## src/rtl/ahb_pkg.sv

```systemverilog
// Shared AHB-Lite encodings, slot record types and small helper functions
// used by the command master and its lane multiplexer.
package ahb_pkg;

  localparam logic [1:0] HTRANS_IDLE     = 2'b00;
  localparam logic [1:0] HTRANS_NONSEQ   = 2'b10;

  localparam logic [2:0] HSIZE_BYTE      = 3'b000;
  localparam logic [2:0] HSIZE_HALF      = 3'b001;
  localparam logic [2:0] HSIZE_WORD      = 3'b010;

  localparam logic [2:0] HBURST_SINGLE   = 3'b000;
  localparam logic [3:0] HPROT_DATA_PRIV = 4'b0011;

  // Address-phase slot: everything needed to drive one address phase
  typedef struct packed {
    logic        valid;
    logic [31:0] addr;
    logic        write;
    logic [2:0]  size;
    logic [31:0] wdata;
  } a_slot_t;

  // Data-phase slot: only the low address bits matter for lane selection
  typedef struct packed {
    logic        valid;
    logic [1:0]  addr_lo;
    logic        write;
    logic [2:0]  size;
    logic [31:0] wdata;
  } d_slot_t;

  // Command size code to HSIZE; code 3 is treated as a word
  function automatic logic [2:0] cmd_to_hsize(input logic [1:0] cmd_size);
    logic [2:0] hsize;
    case (cmd_size)
      2'd0:    hsize = HSIZE_BYTE;
      2'd1:    hsize = HSIZE_HALF;
      default: hsize = HSIZE_WORD;
    endcase
    return hsize;
  endfunction

  // Force natural alignment of an address for the given transfer size
  function automatic logic [31:0] align_addr(input logic [31:0] addr, input logic [2:0] hsize);
    logic [31:0] aligned;
    case (hsize)
      HSIZE_WORD: aligned = {addr[31:2], 2'b00};
      HSIZE_HALF: aligned = {addr[31:1], 1'b0};
      default:    aligned = addr;
    endcase
    return aligned;
  endfunction

endpackage

```

## src/rtl/ahblite_cmd_master_if.sv

```systemverilog
// Bundle of the command stream, response stream and AHB-Lite master bus.
// The master modport is the command master's view; slave is the far side
// (command producer plus the addressed AHB slave).
interface ahblite_cmd_master_if;

  logic        cmd_valid;
  logic        cmd_ready;
  logic [31:0] cmd_addr;
  logic        cmd_write;
  logic [1:0]  cmd_size;
  logic [31:0] cmd_wdata;

  logic        rsp_valid;
  logic        rsp_write;
  logic        rsp_err;
  logic [31:0] rsp_rdata;

  logic [31:0] HADDR;
  logic [1:0]  HTRANS;
  logic [2:0]  HSIZE;
  logic        HWRITE;
  logic [2:0]  HBURST;
  logic [3:0]  HPROT;
  logic        HMASTLOCK;
  logic [31:0] HWDATA;
  logic [31:0] HRDATA;
  logic        HREADY;
  logic        HRESP;

  modport master (
    input  cmd_valid, cmd_addr, cmd_write, cmd_size, cmd_wdata,
    input  HRDATA, HREADY, HRESP,
    output cmd_ready,
    output rsp_valid, rsp_write, rsp_err, rsp_rdata,
    output HADDR, HTRANS, HSIZE, HWRITE, HBURST, HPROT, HMASTLOCK, HWDATA
  );

  modport slave (
    output cmd_valid, cmd_addr, cmd_write, cmd_size, cmd_wdata,
    output HRDATA, HREADY, HRESP,
    input  cmd_ready,
    input  rsp_valid, rsp_write, rsp_err, rsp_rdata,
    input  HADDR, HTRANS, HSIZE, HWRITE, HBURST, HPROT, HMASTLOCK, HWDATA
  );

endinterface

```

## src/rtl/ahblite_lane_mux.sv

```systemverilog
// Byte-lane steering: replicates right-justified write data onto every lane
// of its size, and extracts/zero-extends the addressed lane of read data.
module ahblite_lane_mux
  import ahb_pkg::*;
(
  input  logic [2:0]  wsize,
  input  logic [31:0] wdata,
  input  logic [2:0]  rsize,
  input  logic [1:0]  raddr_lo,
  input  logic [31:0] rdata_in,
  output logic [31:0] hwdata,
  output logic [31:0] rdata_out
);

  // Write-lane replication so any byte/half lane sees the data
  always_comb begin
    hwdata = 32'h0000_0000;
    case (wsize)
      HSIZE_BYTE: hwdata = {4{wdata[7:0]}};
      HSIZE_HALF: hwdata = {2{wdata[15:0]}};
      default:    hwdata = wdata;
    endcase
  end

  // Read-lane extraction, zero-extended and right-justified
  always_comb begin
    rdata_out = 32'h0000_0000;
    case (rsize)
      HSIZE_BYTE: begin
        case (raddr_lo)
          2'd0:    rdata_out = {24'h00_0000, rdata_in[7:0]};
          2'd1:    rdata_out = {24'h00_0000, rdata_in[15:8]};
          2'd2:    rdata_out = {24'h00_0000, rdata_in[23:16]};
          default: rdata_out = {24'h00_0000, rdata_in[31:24]};
        endcase
      end
      HSIZE_HALF: begin
        if (raddr_lo[1]) begin
          rdata_out = {16'h0000, rdata_in[31:16]};
        end else begin
          rdata_out = {16'h0000, rdata_in[15:0]};
        end
      end
      default: rdata_out = rdata_in;
    endcase
  end

endmodule

```

## src/rtl/ahblite_cmd_master.sv

```systemverilog
// AHB-Lite initiator: turns a valid/ready command stream of single reads and
// writes into pipelined SINGLE transfers through an address slot (A) and a
// data slot (D), returning one registered response per command in order.
// A two-cycle ERROR cancels the pending address phase and re-issues it.
module ahblite_cmd_master
  import ahb_pkg::*;
#(
  parameter int ADDR_WIDTH = 32
) (
  input logic                  HCLK,
  input logic                  HRESET,
  ahblite_cmd_master_if.master bus
);

  // Bits of HADDR above ADDR_WIDTH are tied low
  localparam logic [31:0] ADDR_MASK = (ADDR_WIDTH >= 32) ? 32'hFFFF_FFFF
                                      : ((32'd1 << ADDR_WIDTH) - 32'd1);

  a_slot_t     a_r;
  d_slot_t     d_r;
  logic        err_cancel_r;
  logic        rsp_valid_r;
  logic        rsp_write_r;
  logic        rsp_err_r;
  logic [31:0] rsp_rdata_r;

  logic        advance_s;
  logic        cmd_ready_s;
  logic        accept_s;
  logic        err_start_s;
  logic        err_done_s;
  logic        rsp_fire_s;
  logic [2:0]  cmd_hsize_s;
  a_slot_t     cmd_slot_s;
  logic [31:0] hwdata_s;
  logic [31:0] rdata_ext_s;

  // Pipeline advance, handshake and error-phase decode
  always_comb begin
    advance_s   = bus.HREADY & ~err_cancel_r;
    cmd_ready_s = ~a_r.valid | advance_s;
    accept_s    = bus.cmd_valid & cmd_ready_s;
    err_start_s = d_r.valid & bus.HRESP & ~bus.HREADY;
    err_done_s  = err_cancel_r & bus.HREADY;
    rsp_fire_s  = d_r.valid & bus.HREADY;
  end

  // Build the address-slot image of the incoming command (size-aligned)
  always_comb begin
    cmd_hsize_s      = cmd_to_hsize(bus.cmd_size);
    cmd_slot_s.valid = 1'b1;
    cmd_slot_s.addr  = align_addr(bus.cmd_addr & ADDR_MASK, cmd_hsize_s);
    cmd_slot_s.write = bus.cmd_write;
    cmd_slot_s.size  = cmd_hsize_s;
    cmd_slot_s.wdata = bus.cmd_wdata;
  end

  // Slot pipeline: advance on a clean ready edge, otherwise freeze; an
  // empty A may load even while the bus is stalled or cancelling
  always_ff @(posedge HCLK or posedge HRESET) begin
    if (HRESET) begin
      a_r <= '0;
      d_r <= '0;
    end else if (advance_s) begin
      d_r.valid   <= a_r.valid;
      d_r.addr_lo <= a_r.addr[1:0];
      d_r.write   <= a_r.write;
      d_r.size    <= a_r.size;
      d_r.wdata   <= a_r.wdata;
      if (accept_s) begin
        a_r <= cmd_slot_s;
      end else begin
        a_r.valid <= 1'b0;
      end
    end else begin
      if (err_done_s) begin
        d_r.valid <= 1'b0;
      end
      if (accept_s) begin
        a_r <= cmd_slot_s;
      end
    end
  end

  // Error cancel flag spans the gap between the two ERROR cycles
  always_ff @(posedge HCLK or posedge HRESET) begin
    if (HRESET) begin
      err_cancel_r <= 1'b0;
    end else if (err_start_s) begin
      err_cancel_r <= 1'b1;
    end else if (err_done_s) begin
      err_cancel_r <= 1'b0;
    end
  end

  // One registered response pulse per completed data phase
  always_ff @(posedge HCLK or posedge HRESET) begin
    if (HRESET) begin
      rsp_valid_r <= 1'b0;
      rsp_write_r <= 1'b0;
      rsp_err_r   <= 1'b0;
      rsp_rdata_r <= 32'h0000_0000;
    end else if (rsp_fire_s) begin
      rsp_valid_r <= 1'b1;
      rsp_write_r <= d_r.write;
      rsp_err_r   <= bus.HRESP;
      rsp_rdata_r <= d_r.write ? 32'h0000_0000 : rdata_ext_s;
    end else begin
      rsp_valid_r <= 1'b0;
      rsp_write_r <= 1'b0;
      rsp_err_r   <= 1'b0;
      rsp_rdata_r <= 32'h0000_0000;
    end
  end

  ahblite_lane_mux u_lane_mux (
    .wsize     (d_r.size),
    .wdata     (d_r.wdata),
    .rsize     (d_r.size),
    .raddr_lo  (d_r.addr_lo),
    .rdata_in  (bus.HRDATA),
    .hwdata    (hwdata_s),
    .rdata_out (rdata_ext_s)
  );

  assign bus.cmd_ready = cmd_ready_s;
  assign bus.HTRANS    = (a_r.valid & ~err_cancel_r) ? HTRANS_NONSEQ : HTRANS_IDLE;
  assign bus.HADDR     = a_r.addr;
  assign bus.HSIZE     = a_r.size;
  assign bus.HWRITE    = a_r.write;
  assign bus.HBURST    = HBURST_SINGLE;
  assign bus.HPROT     = HPROT_DATA_PRIV;
  assign bus.HMASTLOCK = 1'b0;
  assign bus.HWDATA    = hwdata_s;
  assign bus.rsp_valid = rsp_valid_r;
  assign bus.rsp_write = rsp_write_r;
  assign bus.rsp_err   = rsp_err_r;
  assign bus.rsp_rdata = rsp_rdata_r;

endmodule

```

## src/flat_wrapper.sv

```systemverilog
// flat-port wrapper written by rule: the top's interface ports become plain ports
module ahblite_cmd_master_flat import ahb_pkg::*;
#(
  parameter int ADDR_WIDTH = 32
)
  (HCLK, HRESET, bus_cmd_valid, bus_cmd_addr, bus_cmd_write, bus_cmd_size, bus_cmd_wdata, bus_HRDATA, bus_HREADY, bus_HRESP, bus_cmd_ready, bus_rsp_valid, bus_rsp_write, bus_rsp_err, bus_rsp_rdata, bus_HADDR, bus_HTRANS, bus_HSIZE, bus_HWRITE, bus_HBURST, bus_HPROT, bus_HMASTLOCK, bus_HWDATA);
  ahblite_cmd_master_if bus_i ();
  input logic HCLK;
  input logic HRESET;
  input wire logic [$bits(bus_i.cmd_valid)-1:0] bus_cmd_valid;
  input wire logic [$bits(bus_i.cmd_addr)-1:0] bus_cmd_addr;
  input wire logic [$bits(bus_i.cmd_write)-1:0] bus_cmd_write;
  input wire logic [$bits(bus_i.cmd_size)-1:0] bus_cmd_size;
  input wire logic [$bits(bus_i.cmd_wdata)-1:0] bus_cmd_wdata;
  input wire logic [$bits(bus_i.HRDATA)-1:0] bus_HRDATA;
  input wire logic [$bits(bus_i.HREADY)-1:0] bus_HREADY;
  input wire logic [$bits(bus_i.HRESP)-1:0] bus_HRESP;
  output wire logic [$bits(bus_i.cmd_ready)-1:0] bus_cmd_ready;
  output wire logic [$bits(bus_i.rsp_valid)-1:0] bus_rsp_valid;
  output wire logic [$bits(bus_i.rsp_write)-1:0] bus_rsp_write;
  output wire logic [$bits(bus_i.rsp_err)-1:0] bus_rsp_err;
  output wire logic [$bits(bus_i.rsp_rdata)-1:0] bus_rsp_rdata;
  output wire logic [$bits(bus_i.HADDR)-1:0] bus_HADDR;
  output wire logic [$bits(bus_i.HTRANS)-1:0] bus_HTRANS;
  output wire logic [$bits(bus_i.HSIZE)-1:0] bus_HSIZE;
  output wire logic [$bits(bus_i.HWRITE)-1:0] bus_HWRITE;
  output wire logic [$bits(bus_i.HBURST)-1:0] bus_HBURST;
  output wire logic [$bits(bus_i.HPROT)-1:0] bus_HPROT;
  output wire logic [$bits(bus_i.HMASTLOCK)-1:0] bus_HMASTLOCK;
  output wire logic [$bits(bus_i.HWDATA)-1:0] bus_HWDATA;
  assign bus_i.cmd_valid = bus_cmd_valid;
  assign bus_i.cmd_addr = bus_cmd_addr;
  assign bus_i.cmd_write = bus_cmd_write;
  assign bus_i.cmd_size = bus_cmd_size;
  assign bus_i.cmd_wdata = bus_cmd_wdata;
  assign bus_i.HRDATA = bus_HRDATA;
  assign bus_i.HREADY = bus_HREADY;
  assign bus_i.HRESP = bus_HRESP;
  assign bus_cmd_ready = bus_i.cmd_ready;
  assign bus_rsp_valid = bus_i.rsp_valid;
  assign bus_rsp_write = bus_i.rsp_write;
  assign bus_rsp_err = bus_i.rsp_err;
  assign bus_rsp_rdata = bus_i.rsp_rdata;
  assign bus_HADDR = bus_i.HADDR;
  assign bus_HTRANS = bus_i.HTRANS;
  assign bus_HSIZE = bus_i.HSIZE;
  assign bus_HWRITE = bus_i.HWRITE;
  assign bus_HBURST = bus_i.HBURST;
  assign bus_HPROT = bus_i.HPROT;
  assign bus_HMASTLOCK = bus_i.HMASTLOCK;
  assign bus_HWDATA = bus_i.HWDATA;
  ahblite_cmd_master #(.ADDR_WIDTH(ADDR_WIDTH)) u_core (.HCLK(HCLK), .HRESET(HRESET), .bus(bus_i));
endmodule
```

## config.mk

```make
export PLATFORM = sky130hd
export DESIGN_NAME = ahblite_cmd_master_flat
export DESIGN_NICKNAME = d
export VERILOG_FILES = /design/src/rtl/ahb_pkg.sv /design/src/rtl/ahblite_cmd_master_if.sv /design/src/rtl/ahblite_lane_mux.sv /design/src/rtl/ahblite_cmd_master.sv /design/src/flat_wrapper.sv
export SDC_FILE = /design/constraint.sdc
export NUM_CORES = 1
export LEC_CHECK = 0
export ABC_AREA = 1
export CORE_MARGIN = 4
export CORE_UTILIZATION = 35
export DETAILED_ROUTE_END_ITERATION = 6
export SYNTH_ARGS = -nofsm -noshare
export SYNTH_HDL_FRONTEND = slang
export SYNTH_SLANG_ARGS = --single-unit
```

## constraint.sdc

```tcl
create_clock -name HCLK -period 5.64 [get_ports HCLK]
set_input_delay 1.128 -clock HCLK [delete_from_list [all_inputs] [get_ports HCLK]]
set_output_delay 1.128 -clock HCLK [all_outputs]
set_load 0.1 [all_outputs]
```

==> results.toml <==
[outcome]
status = "complete, no violations"

[setup_path]
timing.rr.start = "u_core.err_cancel_r$_DFFE_PP0P_"
cp-end-kind = "output port"
cp_common_cell = "buf_4"
slowest_stage = "nor2_1"
critPathKind = "reg -> out"
crit_path_max_fanout = 39
reg2regPathDepth = 7
critical-path-max-stage-delay_ps = 930
cp.required_ps = 4510
cp.arrival_ps = 2750
r2r-end = "u_core.bus.HADDR[27]$_DFFE_PP0P_"
critPathLaunchType = "flop"
reg2reg_slack_ps = 3290
path_cells = "buf_4, nor2_1, nand2_1, o211ai_1, buf_4"

[synth]
ys_warn_count = 0
synth_mux_area_share_pct = 2.51
synth_ff_type = "dfrtp_1"
ys_ff_latch = 142
synth-seq-area-share_pct = 55.2
synth_enable_flop_cells = 0
netlist_instances = 720
synthDistinctLibCells = 30
synthXorXnorAreaFrac_pct = 0
synth-async-reset-ratio_pct = 100
syn_area_um2 = 6440
syn_area_per_cell_um2 = 8.95
yosysTopAreaCell = "dfrtp_1"
synth-simple-area-share_pct = 21.7
synth_area_leaders = "dfrtp_1, nand2_1, buf_4"
synth_compound_area_share_pct = 7.60
synth-adder-area-share_pct = 0
synthDominantCellAreaShare_pct = 55.2
synth_top_family_by_area = "simple AND/OR/NAND/NOR gates"

[finish]
utilization_pct = 49.0
synthToLayoutAreaGrowth_pct = 37.0
drive_gt1_share_pct = 11.1
n_fill_cell = 1769
nets = 978
post-route-cell-area_um2 = 8820
antenna_cells = 0

[clocking]
cts.htree.levels = 4
cts_tree = "yes"
root_buffer = "clkbuf_16"
ctsHoldBuffers = 0
clockBufferDepth = 2
cts_resized = 0
cts_num_sinks = 142
clk_pin_slew_ps = 60
insertion_delay_ps = 410
cts_setup_buffers = 0
numCtsBuffers = 17

[global_routing]
antenna_found_initial = 0
grt_usage_pct = 16.3
gr-total-overflow = 0
grt_pass1_vias = 5115
grt_pass1_wl_um = 26100
grt_max_degree = 110

[sta]
clock.fmax_mhz = 258
period_needed_ps = 3880
rsz0062_at_grt = "no"
finalWorstSetupSlack_ps = 1760
drv_slew = 0
worst_pin_slew_ps = 1150
finalHoldViolCount = 0
slew_headroom_pct = 23.3
finalCritPeriodShare_pct = 68.8
fin_skew_ps = 4.46
setup_viol = 0
tns_ps = 0

[pwr]
cellLeakagePower_uw = 0.00427
power.internal_uw = 2380
p_sw_uw = 1840
power_frac_clock_pct = 29.2
swShare_pct = 43.6
power_frac_seq_pct = 29.9
peakVddDrop_mv = 0.335
comb_power_share_pct = 40.9
power_density_nw_per_um2 = 479

[floorplan]
dieArea_um2 = 20600
die_y_um = 144
num_rows = 49
core_area_um2 = 18000
die_w_um = 144
start_util_pct = 35.7
io_pins = 218

[hold_path]
holdPathStages = 2
hold_class = "reg -> reg"
hold_start = "u_core.bus.HADDR[6]$_DFFE_PP0P_"
hold_end = "u_core.bus.HADDR[6]$_DFFE_PP0P_"

[place]
placed_cell_area_um2 = 8170
port_buffers = 207
gp_congestion = 0.739
pre_cts_ws_ps = 1960
hpwl_um = 11500

[detailed_routing]
totalWireLength_um = 16600
drc = 0
wl_per_cell_um = 14.9
firstDrtPassIters = 4
drt_first_iter_violations = 225
ant_nets = 0
num_vias = 4982
vias_per_cell = 4.47

[flow_run]
cap_violations = 0
-- stage by stage --
step,hold slack (ps),cells,power [uW]
final,466,1115,4230
after global routing,491,1115,4420
after CTS,471,1115,4280
after detailed placement,457,1084,3030
after global placement,453,1084,3010
after floorplan,438,728,2690
-- final cells by class --
cell class                 count  area [um2]  share of cell area (%)
clock inverter                11         186                    2.11
multi-input combinational    454        2090                    23.6
sequential                   142        3550                    40.3
timing repair buffer         211        2060                    23.3
tap                          229         287                    3.25
clock buffer                  20         467                    5.29
inverter                      48         185                    2.10
-- synthesized netlist by cell type, types with 7 or more instances --
cell	number
buf_4	52
nor3_1	7
a21oi_2	9
o21ai_0	30
nand2_1	284
nor2_1	35
mux2_4	7
a21oi_1	25
nand3_1	10
dfrtp_1	142
buf_2	16
inv_1	45
-- logic make-up (layout without fill, tap and decap cells) --
logic type / count (synthesis) / in the layout
compound gates: 80 / 80
buf+inv: 132 / 290
simple gates: 352 / 352
flops: 142 / 142
mux: 12 / 12
other cells: 2 / 10
-- metal layers --
layer / GRT usage [%] / vias up / share of wire [%]
li1: - / 2473 / -
met1: 20.1 / 2337 / 42
met2: 28.1 / 162 / 50
met3: 4.09 / 10 / 6.7
met4: 5.00 / 0 / 0.92
met5: 0 / - / 0
-- sequential cells by signal, indices dropped and copies added (netlist names) --
register and flops:
u_core.bus.HADDR 32, u_core.bus.rsp_rdata 32, u_core.bus.rsp_write 1, u_core.bus.rsp_err 1, u_core.d_r 38, u_core.bus.HWRITE 1
u_core.bus.HSIZE 2, u_core.bus.rsp_valid 1, u_core.err_cancel_r 1, u_core.a_r 33
-- power by group through the flow --
stage | Combinational [uW] | Sequential [uW] | Clock [uW]
after floorplan | 1340 | 1350 | 0
after global placement | 1740 | 1280 | 0
after detailed placement | 1750 | 1280 | 0
after CTS | 1750 | 1260 | 1270
after global routing | 1820 | 1280 | 1320
final | 1730 | 1260 | 1240
-- critical path: cells and delay by family, from the launching register on --
kind / cells / cell delay [ps]
compound gates: 1 / 210
buf+inv: 2 / 620
flops: 1 / 370
simple gates: 2 / 1140
-- placed cells by master, fill, tap and decap left out, types with 9 or more instances in the layout --
cell             synthesis  routed
nor2_1                  35      35
nand3_1                 10      10
o21ai_0                 30      30
buf_4                   52      21
a21oi_1                 25      25
conb_1                   2      10
inv_1                   45      44
clkbuf_16                0      17
dfrtp_1                142     142
a21oi_2                  9       9
clkdlybuf4s50_1          0     190
nand2_1                284     284
-- worst max path at each step --
stage	endpoint	slack (ps)	start
4_1_cts	bus_HWDATA[18]	1710	u_core.d_r[33]$_DFFE_PP0P_
2_1_floorplan	u_core.a_r[0]$_DFFE_PP0P_	700	HRESET
5_1_grt	bus_HWDATA[8]	1540	u_core.d_r[33]$_DFFE_PP0P_
3_5_place_dp	u_core.bus.HSIZE[1]$_DFFE_PP0P_	1960	bus_HREADY
3_3_place_gp	u_core.bus.HSIZE[1]$_DFFE_PP0P_	2000	bus_HREADY
6_report	bus_HWDATA[27]	1760	u_core.d_r[33]$_DFFE_PP0P_
Power figures use the tool's default switching activity.
